--- src/rtl/alu_output_register_pattern_detect.sv ---
// P register stage behind the SIMD ALU: registers sum and lane carries, runs the
// masked pattern / inverted-pattern detector and derives overflow/underflow flags.
module alu_output_register_pattern_detect #(
    parameter logic [1:0] AUTORESET_PATDET = 2'b00,
    localparam int unsigned DW = 48,
    localparam int unsigned CW = 8,
    localparam int unsigned RW = 16
) (
    input  logic          clk,
    input  logic          rst_n,
    input  logic          CEP,
    input  logic          RSTP,
    input  logic [1:0]    USE_SIMD,
    input  logic [DW-1:0] S,
    input  logic          COUT,
    input  logic [RW-1:0] result_SIMD_carry_out,
    input  logic [DW-1:0] PATTERN,
    input  logic [DW-1:0] MASK,
    output logic [DW-1:0] P,
    output logic [CW-1:0] CARRYOUT,
    output logic          PATTERNDETECT,
    output logic          PATTERNBDETECT,
    output logic          PATTERNDETECT_PAST,
    output logic          PATTERNBDETECT_PAST,
    output logic          OVERFLOW,
    output logic          UNDERFLOW
);

    logic          det;
    logic          detb;
    logic          auto_rst;
    logic [CW-1:0] cin_next;
    logic          unused_odd_carries;

    // Masked compare against the pattern and its complement
    assign det  = &(~(S ^ PATTERN) | MASK);
    assign detb = &((S ^ PATTERN) | MASK);

    // Odd carry bits are intermediate segment carries, never exported
    assign unused_odd_carries = ^{result_SIMD_carry_out[15], result_SIMD_carry_out[13],
                                  result_SIMD_carry_out[11], result_SIMD_carry_out[9],
                                  result_SIMD_carry_out[7],  result_SIMD_carry_out[5],
                                  result_SIMD_carry_out[3],  result_SIMD_carry_out[1]};

    // Each lane's carry lands on the top CARRYOUT bit of that lane
    always_comb begin
        cin_next = '0;
        case (USE_SIMD)
            2'b00: begin
                cin_next[7] = COUT;
            end
            2'b01: begin
                cin_next[3] = result_SIMD_carry_out[6];
                cin_next[7] = result_SIMD_carry_out[14];
            end
            2'b10: begin
                cin_next[1] = result_SIMD_carry_out[2];
                cin_next[3] = result_SIMD_carry_out[6];
                cin_next[5] = result_SIMD_carry_out[10];
                cin_next[7] = result_SIMD_carry_out[14];
            end
            default: begin
                for (int k = 0; k < 8; k++) begin
                    cin_next[k] = result_SIMD_carry_out[2*k];
                end
            end
        endcase
    end

    // Mode 2'b11 is treated as no auto-reset
    assign auto_rst = ((AUTORESET_PATDET == 2'b01) &&  PATTERNDETECT) ||
                      ((AUTORESET_PATDET == 2'b10) && !PATTERNDETECT);

    always_ff @(posedge clk or negedge rst_n) begin
        if (!rst_n) begin
            P                   <= '0;
            CARRYOUT            <= '0;
            PATTERNDETECT       <= 1'b0;
            PATTERNBDETECT      <= 1'b0;
            PATTERNDETECT_PAST  <= 1'b0;
            PATTERNBDETECT_PAST <= 1'b0;
        end else if (RSTP) begin
            P                   <= '0;
            CARRYOUT            <= '0;
            PATTERNDETECT       <= 1'b0;
            PATTERNBDETECT      <= 1'b0;
            PATTERNDETECT_PAST  <= 1'b0;
            PATTERNBDETECT_PAST <= 1'b0;
        end else if (CEP) begin
            if (auto_rst) begin
                P        <= '0;
                CARRYOUT <= '0;
            end else begin
                P        <= S;
                CARRYOUT <= cin_next;
            end
            PATTERNDETECT       <= det;
            PATTERNBDETECT      <= detb;
            PATTERNDETECT_PAST  <= PATTERNDETECT;
            PATTERNBDETECT_PAST <= PATTERNBDETECT;
        end
    end

    assign OVERFLOW  = PATTERNDETECT_PAST  & ~PATTERNDETECT & ~PATTERNBDETECT;
    assign UNDERFLOW = PATTERNBDETECT_PAST & ~PATTERNDETECT & ~PATTERNBDETECT;

endmodule

--- config.mk ---
export PLATFORM = sky130hd
export DESIGN_NAME = alu_output_register_pattern_detect
export DESIGN_NICKNAME = d
export VERILOG_FILES = /design/src/rtl/alu_output_register_pattern_detect.sv
export SDC_FILE = /design/constraint.sdc
export NUM_CORES = 1
export LEC_CHECK = 0
export BUFFER_PORTS_ARGS = -buffer_cell sky130_fd_sc_hd__buf_4
export CAP_MARGIN = 20
export CORE_MARGIN = 2
export CORE_UTILIZATION = 39
export DETAILED_ROUTE_END_ITERATION = 10
export PLACE_DENSITY = 0.78
export SLEW_MARGIN = 15
export SYNTH_ARGS = -nofsm -noshare
export SYNTH_HDL_FRONTEND = slang
export SYNTH_SLANG_ARGS = --single-unit
--- constraint.sdc ---
create_clock -name clk -period 0.8 [get_ports clk]
set_input_delay 0.16 -clock clk [delete_from_list [all_inputs] [get_ports clk]]
set_output_delay 0.16 -clock clk [all_outputs]
set_load 0.05 [all_outputs]
==> impl_metrics.py, run 1 <==
metrics = {
    "die": {
        "die_y_um": 99.7,
        "start_util_pct": 40.6,
        "ioPinCount": 229,
        "core_area_sq_um": 8810,
        "die_area_sq_um": 9950,
        "rows": 34,
        "die_w_um": 99.7,
    },
    "power_and_ir_drop": {
        "p_comb_share_pct": 35.7,
        "p_leak_nw": 3.36,
        "switching_share_pct": 31.9,
        "peakVddDrop_mv": 0.987,
        "p_clk_share_pct": 29.5,
        "p_int_w": 0.00651,
        "p_per_area_nw_per_um2": 1420,
        "p_seq_share_pct": 34.8,
        "switching_power_w": 0.00305,
    },
    "setup_path": {
        "rrSetupSlack_ps": -290,
        "ff2ff_path_depth": 3,
        "crit_path_start_kind": "register",
        "cp-end-kind": "primary output",
        "cp.required_ps": 640,
        "r2r-start": "PATTERNBDETECT",
        "rr_endpoint": "PATTERNBDETECT",
        "arrival_ps": 1190,
        "cp_max_fo": 3,
        "path_class": "reg2out",
    },
    "worst_hold_path": {
        "worstHoldEndpoint": "P[41]",
        "hp-start": "S[41]",
        "hp-class": "in2reg",
        "worstHoldPathCells": 3,
    },
    "routing": {
        "drc": 0,
        "wl_per_cell_um": 18.5,
        "dr.pass1.iters": 4,
        "vias": 3930,
        "finalWirelength_mm": 14.0,
        "vias_per_cell": 5.18,
        "drt_iter0_markers": 141,
        "ant_nets": 0,
    },
    "logic_synthesis": {
        "synth_top_area_cell": "dfrtp_1",
        "yosysMostFrequentCell": "dfrtp_1",
        "synthesis.area_sq_um": 3570,
        "synthTopCellsByArea": "dfrtp_1 42%, mux2i_1 14%, xnor2_1 12%",
        "ys.flop_type": "dfrtp_1",
        "ys_warn_count": 0,
        "syn_inst": 364,
        "synthTopCellsByCount": "60 x dfrtp_1, 54 x nor2_1, 50 x mux2i_1, 47 x xnor2_1, 31 x inv_1",
        "synth_edf_count": 0,
        "yosysTopAreaCellShare_pct": 42.0,
        "yosysSeqAreaShare_pct": 42.0,
        "postSynth.asyncResetShare_pct": 100,
        "synth_fp_nets": 531,
        "synthDistinctLibCells": 36,
        "avgSynthCellArea_sq_um": 9.82,
        "ys_ff_latch": 60,
    },
    "global_route": {
        "grt_pass1_vias": 4194,
        "grt_pass1_wl_mm": 21.4,
        "gr-total-overflow": 0,
        "track_usage_pct": 28.0,
        "antenna_found_initial": 0,
        "grt_start_max_net_pins": 34,
    },
    "final_layout": {
        "syn_to_final_growth_pct": 87.8,
        "layout-drive-gt1-share_pct": 60.0,
        "num-fill-cells": 584,
        "final_core_util_pct": 76.2,
        "layout.nets": 812,
        "num_antenna_cells": 0,
        "postLayoutCellArea_sq_um": 6710,
    },
    "sta": {
        "finalWorstSetupSlack_ps": -548,
        "period_minus_slack_ps": 1350,
        "clock_skew_ps": 3.77,
        "max_freq_mhz": 742,
        "worst_slew_pin_slew_ps": 350,
        "slew_headroom_pct": 76.7,
        "hold_viol_final": 0,
        "rsz0062_at_grt": "true",
        "setup_viol": 74,
        "fin_crit_sh_pct": 169,
        "finalMaxSlewViolations": 0,
    },
    "placed_design": {
        "hpwlAfterDp_mm": 11.1,
        "port_buffers": 220,
        "placed_area_sq_um": 5810,
        "routabilityCongestion": 0.903,
    },
    "cts": {
        "clk-insertion-delay-late_ps": 330,
        "cts.sinks": 60,
        "clock-root-buffer": "clkbuf_8",
        "cts_max_level": 3,
        "clock_path_buffers": 2,
        "cts_made_buffers": 9,
        "cts_tree": "yes",
        "path_clk_slew_ps": 70,
    },
    "status": {
        "failed_checks": "negative setup slack",
        "status": "complete, but fails checks",
    },
    "job": {
        "cap_violations": 0,
    },
}
[critical path, cell delays in order (launching register included)]
cell and delay, ps:
dfrtp_2 460, nor3b_4 210, buf_6 180
[layer usage]
layer	share of wire, %	track usage, %
met5	0	0
met4	2.2	8.96
met3	7.6	6.11
met2	54	51.5
met1	36	32.3
[flip-flops by register name, summed over array words and instances (netlist names)]
signal               flops
P                       48
CARRYOUT                 8
PATTERNBDETECT           1
PATTERNBDETECT_PAST      1
PATTERNDETECT            1
PATTERNDETECT_PAST       1
[area by class of cell]
cell class | instances | area, sq um | share of cell area [%]
Inverter | 32 | 121 | 1.81
Multi-Input combinational cell | 256 | 2210 | 32.9
Sequential cell | 60 | 1550 | 23.1
Timing Repair Buffer | 286 | 2490 | 37.1
Clock buffer | 12 | 155 | 2.31
Tap cell | 108 | 135 | 2.01
Clock inverter | 4 | 47.5 | 0.708
[cells by family after synthesis]
group	count (synthesis)	share of synthesized area (%)
buf+inv	48	5.74
flops	60	42.0
simple gates	106	16.3
xor+xnor	48	12.0
mux	50	14.0
compound gates	52	9.94
[stage by stage]
step	setup TNS [ps]	power, W	hold slack (ps)	worst slack (ps)	cells
3_5_place_dp	-12180	0.00637	137	-674	725
2_1_floorplan	-5520	0.00487	-136	-433	364
6_report	-18560	0.00956	86.5	-548	758
3_3_place_gp	-10630	0.00631	135	-688	725
4_1_cts	-19110	0.00952	74.7	-568	750
5_1_grt	-20950	0.00994	93.4	-582	758
[worst max path at each step]
stage,cells past startpoint,end,slack (ps),startpoint
CTS,2,OVERFLOW,-570,PATTERNDETECT
global route,2,OVERFLOW,-580,PATTERNDETECT
floorplan,1,OVERFLOW,-430,PATTERNDETECT
detailed placement,6,PATTERNBDETECT,-670,S[13]
global placement,7,PATTERNDETECT,-690,S[23]
finish,2,UNDERFLOW,-550,PATTERNBDETECT
[power by group through the flow]
stage | clock, W | sequential [W] | combinational [W]
floorplan | 0 | 0.00387 | 0.000994
global placement | 0 | 0.00334 | 0.00298
detailed placement | 0 | 0.00334 | 0.00303
CTS | 0.00287 | 0.00332 | 0.00333
global route | 0.00300 | 0.00334 | 0.00361
finish | 0.00282 | 0.00332 | 0.00341
[cells in the final DEF (no fill, tap or decap), types with 3 or more instances in the layout]
master,n
buf_4,208
buf_6,67
nor2_1,54
mux2i_1,48
dfrtp_2,40
inv_1,31
xnor2_1,22
dfrtp_1,20
xnor2_2,19
o22ai_1,19
nand2b_1,16
a22oi_1,12
clkbuf_8,11
nand4_1,8
a21oi_1,7
xnor2_4,7
or2b_2,7
buf_8,7
nand3_1,4
nor4_2,4
buf_12,3
[repair_timing]
action,CTS,global route
endpoints found under the setup margin,66,74
setup buffers,8,9
pin swaps,13,10
gates cloned,0,0
hold buffers,1,0
resized for setup,104,14
endpoints found under the hold margin,60,0
Power figures use the tool's default switching activity.
==> run 2: changes to the inputs <==
--- a/config.mk
+++ b/config.mk
@@ -5,12 +5,13 @@
 export SDC_FILE = /design/constraint.sdc
 export NUM_CORES = 1
 export LEC_CHECK = 0
-export BUFFER_PORTS_ARGS = -buffer_cell sky130_fd_sc_hd__buf_4
-export CAP_MARGIN = 20
+export BUFFER_PORTS_ARGS = -buffer_cell sky130_fd_sc_hd__buf_2
+export CELL_PAD_IN_SITES_DETAIL_PLACEMENT = 0
+export CELL_PAD_IN_SITES_GLOBAL_PLACEMENT = 1
 export CORE_MARGIN = 2
-export CORE_UTILIZATION = 39
+export CORE_UTILIZATION = 27
 export DETAILED_ROUTE_END_ITERATION = 10
-export PLACE_DENSITY = 0.78
+export PLACE_DENSITY_LB_ADDON = 0.1
 export SLEW_MARGIN = 15
 export SYNTH_ARGS = -nofsm -noshare
 export SYNTH_HDL_FRONTEND = slang
==> impl_metrics.py, run 2 (synthesized netlist as in run 1, its figures left out) <==
metrics = {
    "placed_design": {
        "port_buffers": 220,
        "placedCellCount": 810,
        "routabilityCongestion": 0.836,
        "hpwlAfterDp_mm": 11.4,
    },
    "global_route": {
        "track_usage_pct": 20.0,
        "grt_pass1_wl_mm": 21.7,
        "grt_pass1_vias": 4071,
        "grt_start_max_net_pins": 38,
        "antenna_found_initial": 3,
        "gr-total-overflow": 0,
    },
    "status": {
        "failed_checks": "negative setup slack",
        "status": "complete, but fails checks",
    },
    "die": {
        "ioPinCount": 229,
        "start_util_pct": 27.3,
        "die_w_um": 119,
        "die_y_um": 119,
        "core_area_sq_um": 13100,
        "die_area_sq_um": 14200,
        "rows": 42,
    },
    "cts": {
        "clk-insertion-delay-late_ps": 330,
        "cts_max_level": 3,
        "cts_tree": "yes",
        "path_clk_slew_ps": 50,
        "cts.sinks": 60,
        "clock-root-buffer": "clkbuf_16",
        "clock_path_buffers": 2,
        "cts_made_buffers": 9,
    },
    "routing": {
        "dr.pass1.iters": 4,
        "ant_nets": 0,
        "drc": 0,
        "drt_iter0_markers": 118,
        "vias_per_cell": 4.48,
        "finalWirelength_mm": 14.1,
        "vias": 3761,
        "wl_per_cell_um": 16.8,
    },
    "setup_path": {
        "cp_max_fo": 4,
        "crit_path_start_kind": "register",
        "arrival_ps": 1190,
        "r2r-start": "PATTERNDETECT_PAST",
        "cp.required_ps": 640,
        "path_class": "reg2out",
        "rrSetupSlack_ps": -130,
        "ff2ff_path_depth": 4,
        "cp-end-kind": "primary output",
        "rr_endpoint": "PATTERNDETECT_PAST",
    },
    "final_layout": {
        "num-fill-cells": 1236,
        "layout-drive-gt1-share_pct": 61.3,
        "regMostFlops": "P",
        "final_common_cell": "buf_2",
        "final_cells": 839,
        "layout_common_cells": "143 x buf_2, 73 x buf_6, 69 x buf_4",
        "largest_reg_flops": 48,
        "reg.largest.list": "P (48), CARRYOUT (8)",
        "layout.nets": 823,
        "syn_to_final_growth_pct": 88.3,
        "final_core_util_pct": 51.5,
    },
    "worst_hold_path": {
        "worstHoldPathCells": 3,
        "hp-start": "COUT",
        "worstHoldEndpoint": "CARRYOUT[7]",
        "hp-class": "in2reg",
    },
    "sta": {
        "worst_slew_pin_slew_ps": 325,
        "clock_skew_ps": 2.58,
        "max_freq_mhz": 743,
        "setup_viol": 70,
        "hold_viol_final": 0,
        "fin_crit_sh_pct": 168,
        "rsz0062_at_grt": "true",
        "finalMaxSlewViolations": 0,
        "slew_headroom_pct": 78.4,
        "period_minus_slack_ps": 1350,
        "finalWorstSetupSlack_ps": -547,
    },
    "power_and_ir_drop": {
        "peakVddDrop_mv": 1.01,
        "p_per_area_nw_per_um2": 1620,
        "p_leak_nw": 3.37,
    },
    "job": {
        "cap_violations": 0,
    },
}
-- run 2: layer usage --
layer	global-route usage [%]	share of wire, %
met1	23.7	41
met2	34.6	50
met3	5.99	7.1
met4	6.40	2.1
met5	0	0.092
-- run 2: timing repair --
item	CTS	global route
hold buffers	1	0
resized for setup	168	35
endpoints found under the hold margin	60	0
pin swaps	20	19
setup buffers	5	9
endpoints found under the setup margin	66	68
-- run 2: stage by stage --
step                      hold WS (ps)  worst slack (ps)  setup TNS (ps)  total power [W]  cell area (sq um)
after global placement             167              -730          -10180          0.00616               5490
after floorplan                   -136              -433           -5520          0.00487               3770
final                             94.4              -547          -17270           0.0109               6730
after detailed placement           164              -805          -11660          0.00618               5490
after CTS                         80.6              -552          -17860           0.0109               6510
after global routing               104              -587          -19230           0.0113               6730
-- run 2: cell type report --
cell class                 count  area (sq um)  share of cell area [%]
antenna                        2          5.00                  0.0743
clock buffer                  12           246                    3.66
clock inverter                 4          72.6                    1.08
inverter                      32           121                    1.80
multi-input combinational    256          2260                    33.6
sequential                    60          1550                    23.0
tap                          176           220                    3.27
timing repair buffer         297          2250                    33.4
-- run 2: worst max-delay path by stage --
stage,startpoint,endpoint,slack [ps],depth (start not counted)
after detailed placement,S[14],PATTERNDETECT,-800,8
after floorplan,PATTERNDETECT,OVERFLOW,-430,1
after global routing,PATTERNBDETECT,UNDERFLOW,-590,2
after global placement,S[12],PATTERNDETECT,-730,7
final,PATTERNDETECT,OVERFLOW,-550,2
after CTS,PATTERNDETECT,UNDERFLOW,-550,2
-- run 2: critical path: stages, from the launching register on --
cell and delay, ps:
dfrtp_2 460, nor3b_4 220, buf_6 180
-- run 2: power by group --
part | internal (W) | switching [W]
sequential | 0.00320 | 0.000115
combinational | 0.00161 | 0.00173
clock | 0.00281 | 0.00144
total | 0.00762 | 0.00329
